`src/rtl/ysyx_22050550_wbu.sv`:
```
// ysyx_22050550_wbu: single-entry write-back stage with commit, forwarding, halt and instret.
module ysyx_22050550_wbu #(
  parameter int XLEN = 64,
  parameter int INSTRET_W = 64
) (
  input  logic                 clock,
  input  logic                 reset,
  input  logic                 io_LSWB_valid,
  input  logic [XLEN-1:0]      io_LSWB_pc,
  input  logic [31:0]          io_LSWB_inst,
  input  logic [4:0]           io_LSWB_wdaddr,
  input  logic                 io_LSWB_wen,
  input  logic                 io_LSWB_readflag,
  input  logic                 io_LSWB_csrflag,
  input  logic                 io_LSWB_jalrflag,
  input  logic [XLEN-1:0]      io_LSWB_alures,
  input  logic [XLEN-1:0]      io_LSWB_lsures,
  input  logic [XLEN-1:0]      io_LSWB_NextPc,
  input  logic                 io_LSWB_ebreak,
  input  logic                 io_LSWB_abort,
  input  logic                 io_LSWB_SkipRef,
  input  logic                 io_LSWB_flush,
  input  logic [XLEN-1:0]      io_CSR_rdata,
  input  logic                 io_WB_stall,
  output logic                 io_ReadyWB_ready,
  output logic                 io_WB_rf_wen,
  output logic [4:0]           io_WB_rf_waddr,
  output logic [XLEN-1:0]      io_WB_rf_wdata,
  output logic                 io_WB_fwd_valid,
  output logic                 io_WB_commit,
  output logic [XLEN-1:0]      io_WB_commit_pc,
  output logic [31:0]          io_WB_commit_inst,
  output logic [XLEN-1:0]      io_WB_commit_nextpc,
  output logic                 io_WB_skipref,
  output logic                 io_WB_halt,
  output logic [XLEN-1:0]      io_WB_halt_pc,
  output logic [INSTRET_W-1:0] io_WB_instret
);
  typedef enum logic [1:0] {IDLE, FULL, HALT} state_t;
  state_t st, st_n;
  logic [XLEN-1:0] pc_q, nextpc_q, wdata_q, halt_pc_q;
  logic [31:0] inst_q;
  logic [4:0] waddr_q;
  logic wen_q, eb_q, ab_q, skip_q, fl_q, halt_q;
  logic [INSTRET_W-1:0] instret_q;
  logic retire, commit, stop, accept, wr_ok;
  assign retire = st == FULL && !io_WB_stall && !reset;
  assign commit = retire && !fl_q;
  assign stop = commit && (eb_q || ab_q);
  assign io_ReadyWB_ready = !reset && (st == IDLE || retire);
  assign accept = io_LSWB_valid && io_ReadyWB_ready;
  assign wr_ok = wen_q && |waddr_q && !ab_q && !fl_q;
  always_comb st_n = stop ? HALT : accept ? FULL : retire ? IDLE : st;
  always_ff @(posedge clock) begin
    if (reset) begin
      st <= IDLE;
      pc_q <= '0;
      nextpc_q <= '0;
      wdata_q <= '0;
      inst_q <= '0;
      waddr_q <= '0;
      {wen_q, eb_q, ab_q, skip_q, fl_q} <= '0;
      halt_q <= 1'b0;
      halt_pc_q <= '0;
      instret_q <= '0;
    end else begin
      st <= st_n;
      if (accept) begin
        pc_q <= io_LSWB_pc;
        nextpc_q <= io_LSWB_NextPc;
        inst_q <= io_LSWB_inst;
        waddr_q <= io_LSWB_wdaddr;
        {wen_q, eb_q, ab_q, skip_q, fl_q} <= {io_LSWB_wen, io_LSWB_ebreak, io_LSWB_abort,
                                              io_LSWB_SkipRef, io_LSWB_flush};
        wdata_q <= io_LSWB_jalrflag ? io_LSWB_pc + XLEN'(4) :
                   io_LSWB_csrflag  ? io_CSR_rdata :
                   io_LSWB_readflag ? io_LSWB_lsures : io_LSWB_alures;
      end
      if (commit) instret_q <= instret_q + INSTRET_W'(1);
      if (stop) begin
        halt_q <= 1'b1;
        halt_pc_q <= pc_q;
      end
    end
  end
  assign io_WB_rf_wen = retire && wr_ok;
  assign io_WB_rf_waddr = reset ? '0 : waddr_q;
  assign io_WB_rf_wdata = reset ? '0 : wdata_q;
  assign io_WB_fwd_valid = !reset && st == FULL && wr_ok;
  assign io_WB_commit = commit;
  assign io_WB_commit_pc = commit ? pc_q : '0;
  assign io_WB_commit_inst = commit ? inst_q : '0;
  assign io_WB_commit_nextpc = commit ? nextpc_q : '0;
  assign io_WB_skipref = commit && skip_q;
  // Halt is visible in the commit cycle itself, then held by the sticky register.
  assign io_WB_halt = !reset && (halt_q || stop);
  assign io_WB_halt_pc = reset ? '0 : stop ? pc_q : halt_pc_q;
  assign io_WB_instret = reset ? '0 : instret_q + INSTRET_W'(commit);
endmodule
```
`config.mk`:
```
export PLATFORM = sky130hd
export DESIGN_NAME = ysyx_22050550_wbu
export DESIGN_NICKNAME = d
export VERILOG_FILES = /design/src/rtl/ysyx_22050550_wbu.sv
export SDC_FILE = /design/constraint.sdc
export NUM_CORES = 1
export LEC_CHECK = 0
export ABC_AREA = 1
export CAP_MARGIN = 40
export CORE_AREA = 2 2 286 288
export CTS_BUF_LIST = sky130_fd_sc_hd__clkbuf_4 sky130_fd_sc_hd__clkbuf_8 sky130_fd_sc_hd__clkbuf_16
export DETAILED_ROUTE_END_ITERATION = 7
export DIE_AREA = 0 0 288 290
export PLACE_DENSITY = 0.58
export SLEW_MARGIN = 20
export SYNTH_ARGS = -nofsm -noshare
export SYNTH_HDL_FRONTEND = slang
export SYNTH_SLANG_ARGS = --single-unit
```
`constraint.sdc`:
```
create_clock -name clock -period 3.5 [get_ports clock]
set_input_delay 0.35 -clock clock [delete_from_list [all_inputs] [get_ports clock]]
set_output_delay 0.35 -clock clock [all_outputs]
set_load 0.02 [all_outputs]
```
Word level (Yosys, flattened, before mapping)
Index checks and enable logic that the tools add are counted.
Word-level totals
  register bits: 365
  input bits: 369
  output and inout bits: 363
  logic and storage cells: 59
Cells by class
  add/subtract/negate cells: 3
  equal/unequal tests: 1
  muxes and demuxes: 14
  reduce and logical (&&, ||, !) cells: 26
Operators with widths (count)
  2-to-1 mux 64 bit: 9
  adder 64 x 1 -> 64 bit: 1
  adder 64 x 1 -> 64 bit, second input constant: 1
  adder 64 x 3 -> 64 bit, second input constant: 1
  2-to-1 mux 32 bit: 1
  logical AND 1 bit: 14
  2-to-1 mux 2 bit: 3
  2-to-1 mux 5 bit: 1
  OR reduction 5 bit: 1
  zero test 1 bit: 4
  logical OR 1 bit: 3
  nonzero test 3 bit: 1
  equality test 2 x 1 -> 1 bit, second input constant: 1
  zero test 2 bit: 1
  nonzero test 2 bit: 1
  OR reduction 2 bit: 1

Longest topological paths before layout
Gate-level depths: netlist of the first run.
  depth in word-level cells: 8
  depth in mapped cells: 15
  mapped depth without buffers: 14

Least setup slack after synthesis of the first run
OpenSTA, ideal clock, no wires.
  path kind: input port to output port
  start: in reset
  end: out io_WB_instret[23]
  arrival time: 2380 ps
  required time: 3150 ps
  slack: 770 ps
  cell stages on the path: 13
  buffers on the path: 1
  cells stage by stage: buf_6 > nor2_8 > nand4_4 > inv_2 > ha_1 > inv_1 > nor2_1 > nand2_2 > nor2_4 > nand2_1 > nor2_1 > nor2_1 > nor3_1
On the way
  word-level cells in the longest chain between the ends: 5
Ends and longest elaborated chain
  from (decl): line 7  | input logic reset,
  zero test 1 bit: line 47  | assign retire = st == FULL && !io_WB_stall && !reset;
  logical AND 1 bit: line 47
  logical AND 1 bit: line 48  | assign commit = retire && !fl_q;
  via io_WB_commit: line 30  | output logic io_WB_commit,
  adder 64 x 1 -> 64 bit: line 98  | assign io_WB_instret = reset ? '0 : instret_q + INSTRET_W'(commit);
  2-to-1 mux 64 bit: line 98
  to (decl): line 37  | output logic [INSTRET_W-1:0] io_WB_instret
The timed path passes the listed nets, and every way through them passes these cells.

Final worst setup path of the first run
  start: reg st[1]
  end: out io_WB_instret[21]
On the way
  word-level cells in the longest chain between the ends: 6
Ends and longest elaborated chain
  from (decl): line 40  | state_t st, st_n;
  from (signal assigned): line 67  | st <= st_n;
  equality test 2 x 1 -> 1 bit: line 47
  logical AND 1 bit (2 in series): line 47
  logical AND 1 bit: line 48
  adder 64 x 1 -> 64 bit: line 98
  2-to-1 mux 64 bit: line 98
Every way passes these cells.

==> metrics.md, run 1 <==
| Metric | Value |
|---|---|
| Storage cell area | `0.007312 mm^2` |
| IO Count | `732` |
| PwrDens | `370.6 mW/mm^2` |
| Initial antenna violation count | `17` |
| R2r worst-path depth | `8` |
| Setup violations, final | `0` |
| Final ANT Viol Nets | `0` |
| Net Switching | `3.210 mW` |
| Share of cells above drive strength 1 | `6.233%` |
| Worst R2R Setup Slack | `1.25 ns` |
| RSZ-0062 raised after global routing | `true` |
| Non-Filler Instances | `5100` |
| Synth async-reset ratio | `0%` |
| Seq cells post-synth | `365` |
| Worst slew pin tran | `0.8358 ns` |
| Layout Area Growth over Synthesis | `50.66%` |
| Seq pwr share | `39.2%` |
| Crit path buffers/inverters | `4` |
| Area of the multi-input gates | `0.01059 mm^2` |
| Clk buf depth | `3` |
| FILL cells | `8714` |
| Type of destination of the critical path | `primary output` |
| Share of power burned in combinational logic | `16.3%` |
| WP data required | `3.15 ns` |
| Crit-path max FO | `4` |
| Switching share of total power | `28.22%` |
| Synth Area per Inst | `6.160 um^2` |
| CP Depth | `11` |
| Die height | `290 um` |
| Worst r2r src | `st[1]` |
| Clock tree root driver cell | `clkbuf_16` |
| Area leader, netlist | `dfxtp_1` |
| CP Launch Type | `flop` |
| First-pass GRT wire length | `150.8 mm` |
| Post-Route WL | `105.9 mm` |
| Dominant synthesized flop cell | `dfxtp_1` |
| Total grt overflow | `0` |
| Via density | `4.683` |
| Max VDD drop | `0.0003333 V` |
| # rows | `104` |
| Fmax | `0.2962 GHz` |
| Initial DRC Count | `1460` |
| Crit Path Class | `reg -> out` |
| Outcome | `completed` |
| Mapped Nets | `3681` |
| Synth Instances | `3308` |
| Die Wd | `288 um` |
| Maxcap violations | `0` |
| Hold Slack | `0.2667 ns` |
| Iteration count of the initial detailed-routing pass | `6` |
| Largest cells by area after synthesis | `dfxtp_1 (36%), nor2_1 (13%), nand2_1 (10%)` |
| Internal Pwr Total | `8.167 mW` |
| GP Congestion | `0.9944` |
| Die area | `0.08352 mm^2` |
| Fin. max-slew vios | `0` |
| Worst-path cell chain | `nor2_8 -> nand4_4 -> inv_2 -> ha_1 -> inv_1 -> nor2_1 -> inv_1 -> nor2_1 -> nand2_1 -> a21oi_1 -> clkdlybuf4s50_1` |
| Finished Core Util | `38.30%` |
| Via count | `23880` |
| EDFF count, synth | `0` |
| Max stage delay on crit path | `0.63 ns` |
| PortBufs | `731` |
| Number of global-route vias before repair | `22740` |
| Yosys top cell area share | `35.86%` |
| Share of power burned in the clock network | `44.5%` |
| Clk_lat worst skew | `0.61 ns` |
| Post-route cell area | `0.03070 mm^2` |
| Post-Route Setup TNS | `0 ns` |
| Crit share post-route | `96.45%` |
| YS warnings | `0` |
| Post-synthesis cell area | `0.02038 mm^2` |
| Post-DR wirelength/cell | `20.76 um` |
| Reg2reg end | `wdata_q[14]` |
| Dpl ws | `0.07124 ns` |
| Clk pin slew, worst setup/hold paths | `0.06 ns` |
| DRC viols | `0` |
| Top Family by Delay on Critical Path | `buffers and inverters` |
| Fin. Hold Viols | `0` |
| Sequential-to-total area share from yosys stat | `35.86%` |
| Leakage power | `12.66 nW` |
| CTS tree | `built` |
| Worst EP arrival | `3.03 ns` |
| # hold bufs at CTS | `0` |
| Clk_skew | `0.01887 ns` |
| Clock sink total | `365` |
| Crit path launch | `st[1]` |
| Worst setup margin | `0.1242 ns` |
| Placed Cells | `5001` |
| Total power | `11.38 mW` |
| CTS Buf Count | `47` |
| Worst min-delay path category | `in -> reg` |
| Largest net degree at the start of global routing | `126` |
| CP max-delay cell | `clkdlybuf4s50_1` |
| Core ar. | `0.08016 mm^2` |
| Netlist cell types | `47` |
| Layout Nets | `4364` |
| Min Tclk post-route | `3.376 ns` |
| Critical path endpoint | `io_WB_instret[21]` |
| DPL Wire Length | `84.97 mm` |
| Depth of the CTS H-tree | `2` |
| Placed Area | `0.02889 mm^2` |
| Effective utilization at floorplan | `25.42%` |
| Overall Global Routing Usage | `24.32%` |
| Slew headroom | `43.69%` |
[power groups by stage]
stage               clock, mW  sequential (mW)  combinational [mW]
CTS                      5.23             4.46                1.87
global placement            0             4.54                1.85
global route             5.38             4.48                2.01
detailed placement          0             4.55                1.86
finish                   5.07             4.46                1.85
floorplan                   0             4.53               0.855
[flip-flops by register name, indices dropped and copies added, names as in the netlist]
| name | flops |
|---|---|
| pc_q | 64 |
| skip_q | 1 |
| halt_pc_q | 64 |
| wdata_q | 64 |
| halt_q | 1 |
| waddr_q | 5 |
| instret_q | 64 |
| fl_q | 1 |
| ab_q | 1 |
| inst_q | 32 |
| st | 2 |
| eb_q | 1 |
| nextpc_q | 64 |
| wen_q | 1 |
[cells in the mapped netlist, drive strengths merged, types with 12 or more instances]
| library cell | instances |
|---|---|
| dfxtp | 365 |
| clkbuf | 92 |
| a211oi | 65 |
| nor3 | 54 |
| buf | 80 |
| inv | 455 |
| nand4 | 27 |
| nand2 | 553 |
| a21oi | 359 |
| o211ai | 12 |
| xor2 | 12 |
| nor2 | 705 |
| o21ai | 361 |
| nand3 | 128 |
[final cells by class]
class                      instances  share of cell area, %
antenna                           13                 0.1060
clock buffer                      68                  4.528
clock inverter                    17                 0.6928
inverter                         456                  5.661
multi-input combinational       2315                  34.49
sequential                       365                  23.82
tap                             1060                  4.320
timing repair buffer             806                  26.38
[worst min-delay path by stage]
stage	to	cells after the start	start	slack (ns)
2_1_floorplan	halt_q	2	halt_q	0.43
3_3_place_gp	inst_q[20]	2	inst_q[20]	0.44
3_5_place_dp	inst_q[7]	2	inst_q[7]	0.44
4_1_cts	st[0]	5	reset	0.23
5_1_grt	st[0]	5	reset	0.28
6_report	st[0]	5	reset	0.27
[worst register-to-register path, stage by stage (launching register included)]
cell,delay (ns)
dfxtp_1,0.36
nor2_8,0.15
nand3_1,0.10
nand2_1,0.11
nand2_1,0.13
nor2_4,0.22
buf_4,0.51
o21ai_0,0.38
o21ai_0,0.22
[metal layers]
metal / GRT usage (%) / vias up / part of all wire, %
met5: 0 / - / 0.026
met4: 10.20 / 4 / 4.4
met3: 3.860 / 181 / 5.8
met2: 45.39 / 828 / 52
met1: 26.94 / 10890 / 38
li1: - / 11990 / -
[cell usage in the layout, fill, tap and decap left out, types with 36 or more instances in the layout]
cell             instances
nor2_1                 678
nor3_1                  48
dfxtp_1                361
buf_4                   83
o21ai_0                325
inv_1                  444
a211oi_1                64
nand2_1                550
o21ai_1                 36
dlymetal6s2s_1          56
nand3_1                126
clkdlybuf4s50_1        624
clkbuf_16               47
a21oi_1                357
[repair_timing]
item | in CTS | in global routing
resized for setup | 31 | 74
endpoints found under the hold margin | 0 | 0
endpoints found under the setup margin | 56 | 65
buffers inserted | 0 | 0
[cells by family (layout without fill, tap and decap cells)]
| family | Yosys count | count (layout) | share of synthesized area, % |
|---|---|---|---|
| buffers and inverters | 628 | 1347 | 12.35 |
| flip-flops | 365 | 365 | 35.86 |
| other | 0 | 13 | 0 |
| AND/OR/NAND/NOR | 1480 | 1480 | 29.66 |
| XOR/XNOR | 16 | 16 | 0.6876 |
| adder cells (fa/ha/maj) | 4 | 4 | 0.2456 |
| AO/OA/AOI/OAI | 815 | 815 | 21.21 |
Power figures use the tool's default switching activity.
==> run 2, diff against run 1 <==
--- a/config.mk
+++ b/config.mk
@@ -7,11 +7,11 @@
 export LEC_CHECK = 0
 export ABC_AREA = 1
 export CAP_MARGIN = 40
-export CORE_AREA = 2 2 286 288
+export CORE_AREA = 4 4 280 282
 export CTS_BUF_LIST = sky130_fd_sc_hd__clkbuf_4 sky130_fd_sc_hd__clkbuf_8 sky130_fd_sc_hd__clkbuf_16
 export DETAILED_ROUTE_END_ITERATION = 7
-export DIE_AREA = 0 0 288 290
-export PLACE_DENSITY = 0.58
+export DIE_AREA = 0 0 284 286
+export PLACE_DENSITY = 0.61
 export SLEW_MARGIN = 20
 export SYNTH_ARGS = -nofsm -noshare
 export SYNTH_HDL_FRONTEND = slang
==> run 2 against run 1 <==
  * Cell count decreased by 1.9%
  * First-iteration DRC count grew 19%
  * Clock power is 3% lower
  * Register-to-register slack improved by 0.02 ns
  * Global-route usage hardly changed
  * Via count fell by 0.10%
  * Sequential share of layout area grew 0.26 points
  * Largest power group unchanged
==> metrics.md, run 2 (synthesis results as in run 1) <==
| Metric | Value |
|---|---|
| Outcome | `completed` |
| Share of cells above drive strength 1 | `5.689%` |
| Crit-path max FO | `136` |
| Fin. max-slew vios | `0` |
| Clock tree root driver cell | `clkbuf_16` |
| Dpl ws | `0.04173 ns` |
| Iteration count of the initial detailed-routing pass | `6` |
| Largest net degree at the start of global routing | `137` |
| Depth of the CTS H-tree | `2` |
| Final ANT Viol Nets | `0` |
| PortBufs | `731` |
| First-pass GRT wire length | `149.0 mm` |
| Layout Nets | `4349` |
| Worst setup margin | `0.1191 ns` |
| WP data required | `3.15 ns` |
| Min Tclk post-route | `3.381 ns` |
| Non-Filler Instances | `5004` |
| Layout Area Growth over Synthesis | `48.98%` |
| Crit share post-route | `96.60%` |
| Die Wd | `284 um` |
| Clk buf depth | `3` |
| Worst r2r src | `st[1]` |
| Post-Route WL | `104.7 mm` |
| IO Count | `732` |
| Max VDD drop | `0.0003162 V` |
| Met3 Use GR | `4.797%` |
| Post-DR wirelength/cell | `20.92 um` |
| Post-CTS setup buffers | `0` |
| CP Launch Type | `flop` |
| Worst R2R Setup Slack | `1.27 ns` |
| GR Util met1 | `26.48%` |
| # hold bufs at CTS | `0` |
| Via density | `4.768` |
| Die area | `0.08122 mm^2` |
| Maxcap violations | `0` |
| Finished Core Util | `40.11%` |
| Fmax | `0.2958 GHz` |
| CTS Buf Count | `47` |
| Most frequent cells in the layout | `nor2_1 (679), clkdlybuf4s50_1 (634), nand2_1 (550)` |
| Initial DRC Count | `1739` |
| Met2 Use GR | `45.66%` |
| Hold Slack | `0.3027 ns` |
| Reg2reg end | `instret_q[60]` |
| RSZ-0062 raised after global routing | `true` |
| Clock sink total | `365` |
| Hold Startpoint | `reset` |
| Worst min-delay path category | `in -> reg` |
| Overall Global Routing Usage | `24.35%` |
| Clk_lat worst skew | `0.60 ns` |
| FILL cells | `8250` |
| PwrDens | `369.6 mW/mm^2` |
| Slew headroom | `39.19%` |
| Number of global-route vias before repair | `22880` |
| Via count | `23860` |
| Fin. Hold Viols | `0` |
| Worst EP arrival | `3.03 ns` |
| Most common cell after layout, fill and taps aside | `nor2_1` |
| Total grt overflow | `0` |
| Hold Path Sink | `instret_q[39]` |
| DRC viols | `0` |
| GP Congestion | `1.007` |
| Clk_skew | `0.02210 ns` |
| DPL Wire Length | `84.13 mm` |
| Type of destination of the critical path | `primary output` |
| Worst Hold Path Cells | `4` |
| Setup violations, final | `0` |
| Placed Cells | `4905` |
| R2r worst-path depth | `9` |
| Effective utilization at floorplan | `26.92%` |
| Die height | `286 um` |
| Core ar. | `0.07570 mm^2` |
| Leakage power | `12.33 nW` |
| Gr busiest metal | `met2` |
| CTS tree | `built` |
| # rows | `101` |
| Clk pin slew, worst setup/hold paths | `0.06 ns` |
| Initial antenna violation count | `19` |
| Worst slew pin tran | `0.9122 ns` |
| Crit Path Class | `reg -> out` |
run 2: repair_timing:
item                       in CTS  in global routing
gates resized for setup        25                 70
setup endpoints to repair      25                 78
pin swaps                       0                  1
run 2: cell type report:
type,count,area (um^2),share of cell area [%]
Sequential cell,365,7311,24.08
Inverter,456,1738,5.724
Multi-Input combinational cell,2315,10590,34.87
Timing Repair Buffer,791,7889,25.98
Clock inverter,15,173.9,0.5728
Clock buffer,66,1394,4.591
Antenna cell,18,45.04,0.1484
Tap cell,978,1224,4.030
run 2: worst max-delay path, stage by stage (launching register included):
cell and delay [ns]:
dfxtp_1 0.43, nor2_8 0.07, nand4_4 0.07, buf_4 0.39, buf_12 0.38, nor2_1 0.18, clkdlybuf4s50_1 0.59
run 2: worst max-delay path by stage:
stage	startpoint	to	cells past startpoint
after floorplan	reset	io_WB_instret[23]	13
after global placement	io_WB_stall	io_WB_instret[35]	16
after detailed placement	io_WB_stall	io_WB_instret[35]	16
after CTS	st[1]	io_WB_instret[19]	13
after global routing	st[1]	io_WB_instret[60]	14
final	st[1]	io_WB_commit_pc[61]	6
run 2: routing by layer:
layer	vias to the layer above	share of wire (%)
met4	2	4.2
met1	10870	38
met3	167	6.3
li1	11970	-
met2	850	52
met5	-	0.015
run 2: through the flow:
step	instance area, um^2	setup TNS (ns)	power [mW]
finish	30360	0	11.22
global route	30360	-0.1966	11.68
CTS	30170	0	11.36
detailed placement	28630	0	6.390
global placement	28620	0	6.375
floorplan	20380	0	5.382
run 2: power breakdown:
group	internal [mW]	switching, mW	total (mW)
registers	4.39	0.0698	4.46
logic	0.764	1.07	1.84
clock network	2.93	2.00	4.93
==> run 3, diff against run 2 <==
--- a/config.mk
+++ b/config.mk
@@ -7,11 +7,11 @@
 export LEC_CHECK = 0
 export ABC_AREA = 1
 export CAP_MARGIN = 40
-export CORE_AREA = 4 4 280 282
+export CORE_AREA = 2 2 286 288
 export CTS_BUF_LIST = sky130_fd_sc_hd__clkbuf_4 sky130_fd_sc_hd__clkbuf_8 sky130_fd_sc_hd__clkbuf_16
 export DETAILED_ROUTE_END_ITERATION = 7
-export DIE_AREA = 0 0 284 286
-export PLACE_DENSITY = 0.61
+export DIE_AREA = 0 0 288 290
+export PLACE_DENSITY = 0.58
 export SLEW_MARGIN = 20
 export SYNTH_ARGS = -nofsm -noshare
 export SYNTH_HDL_FRONTEND = slang
==> results of run 3 <==
The final DEF is identical to that of run 1; final timing and power are the same.
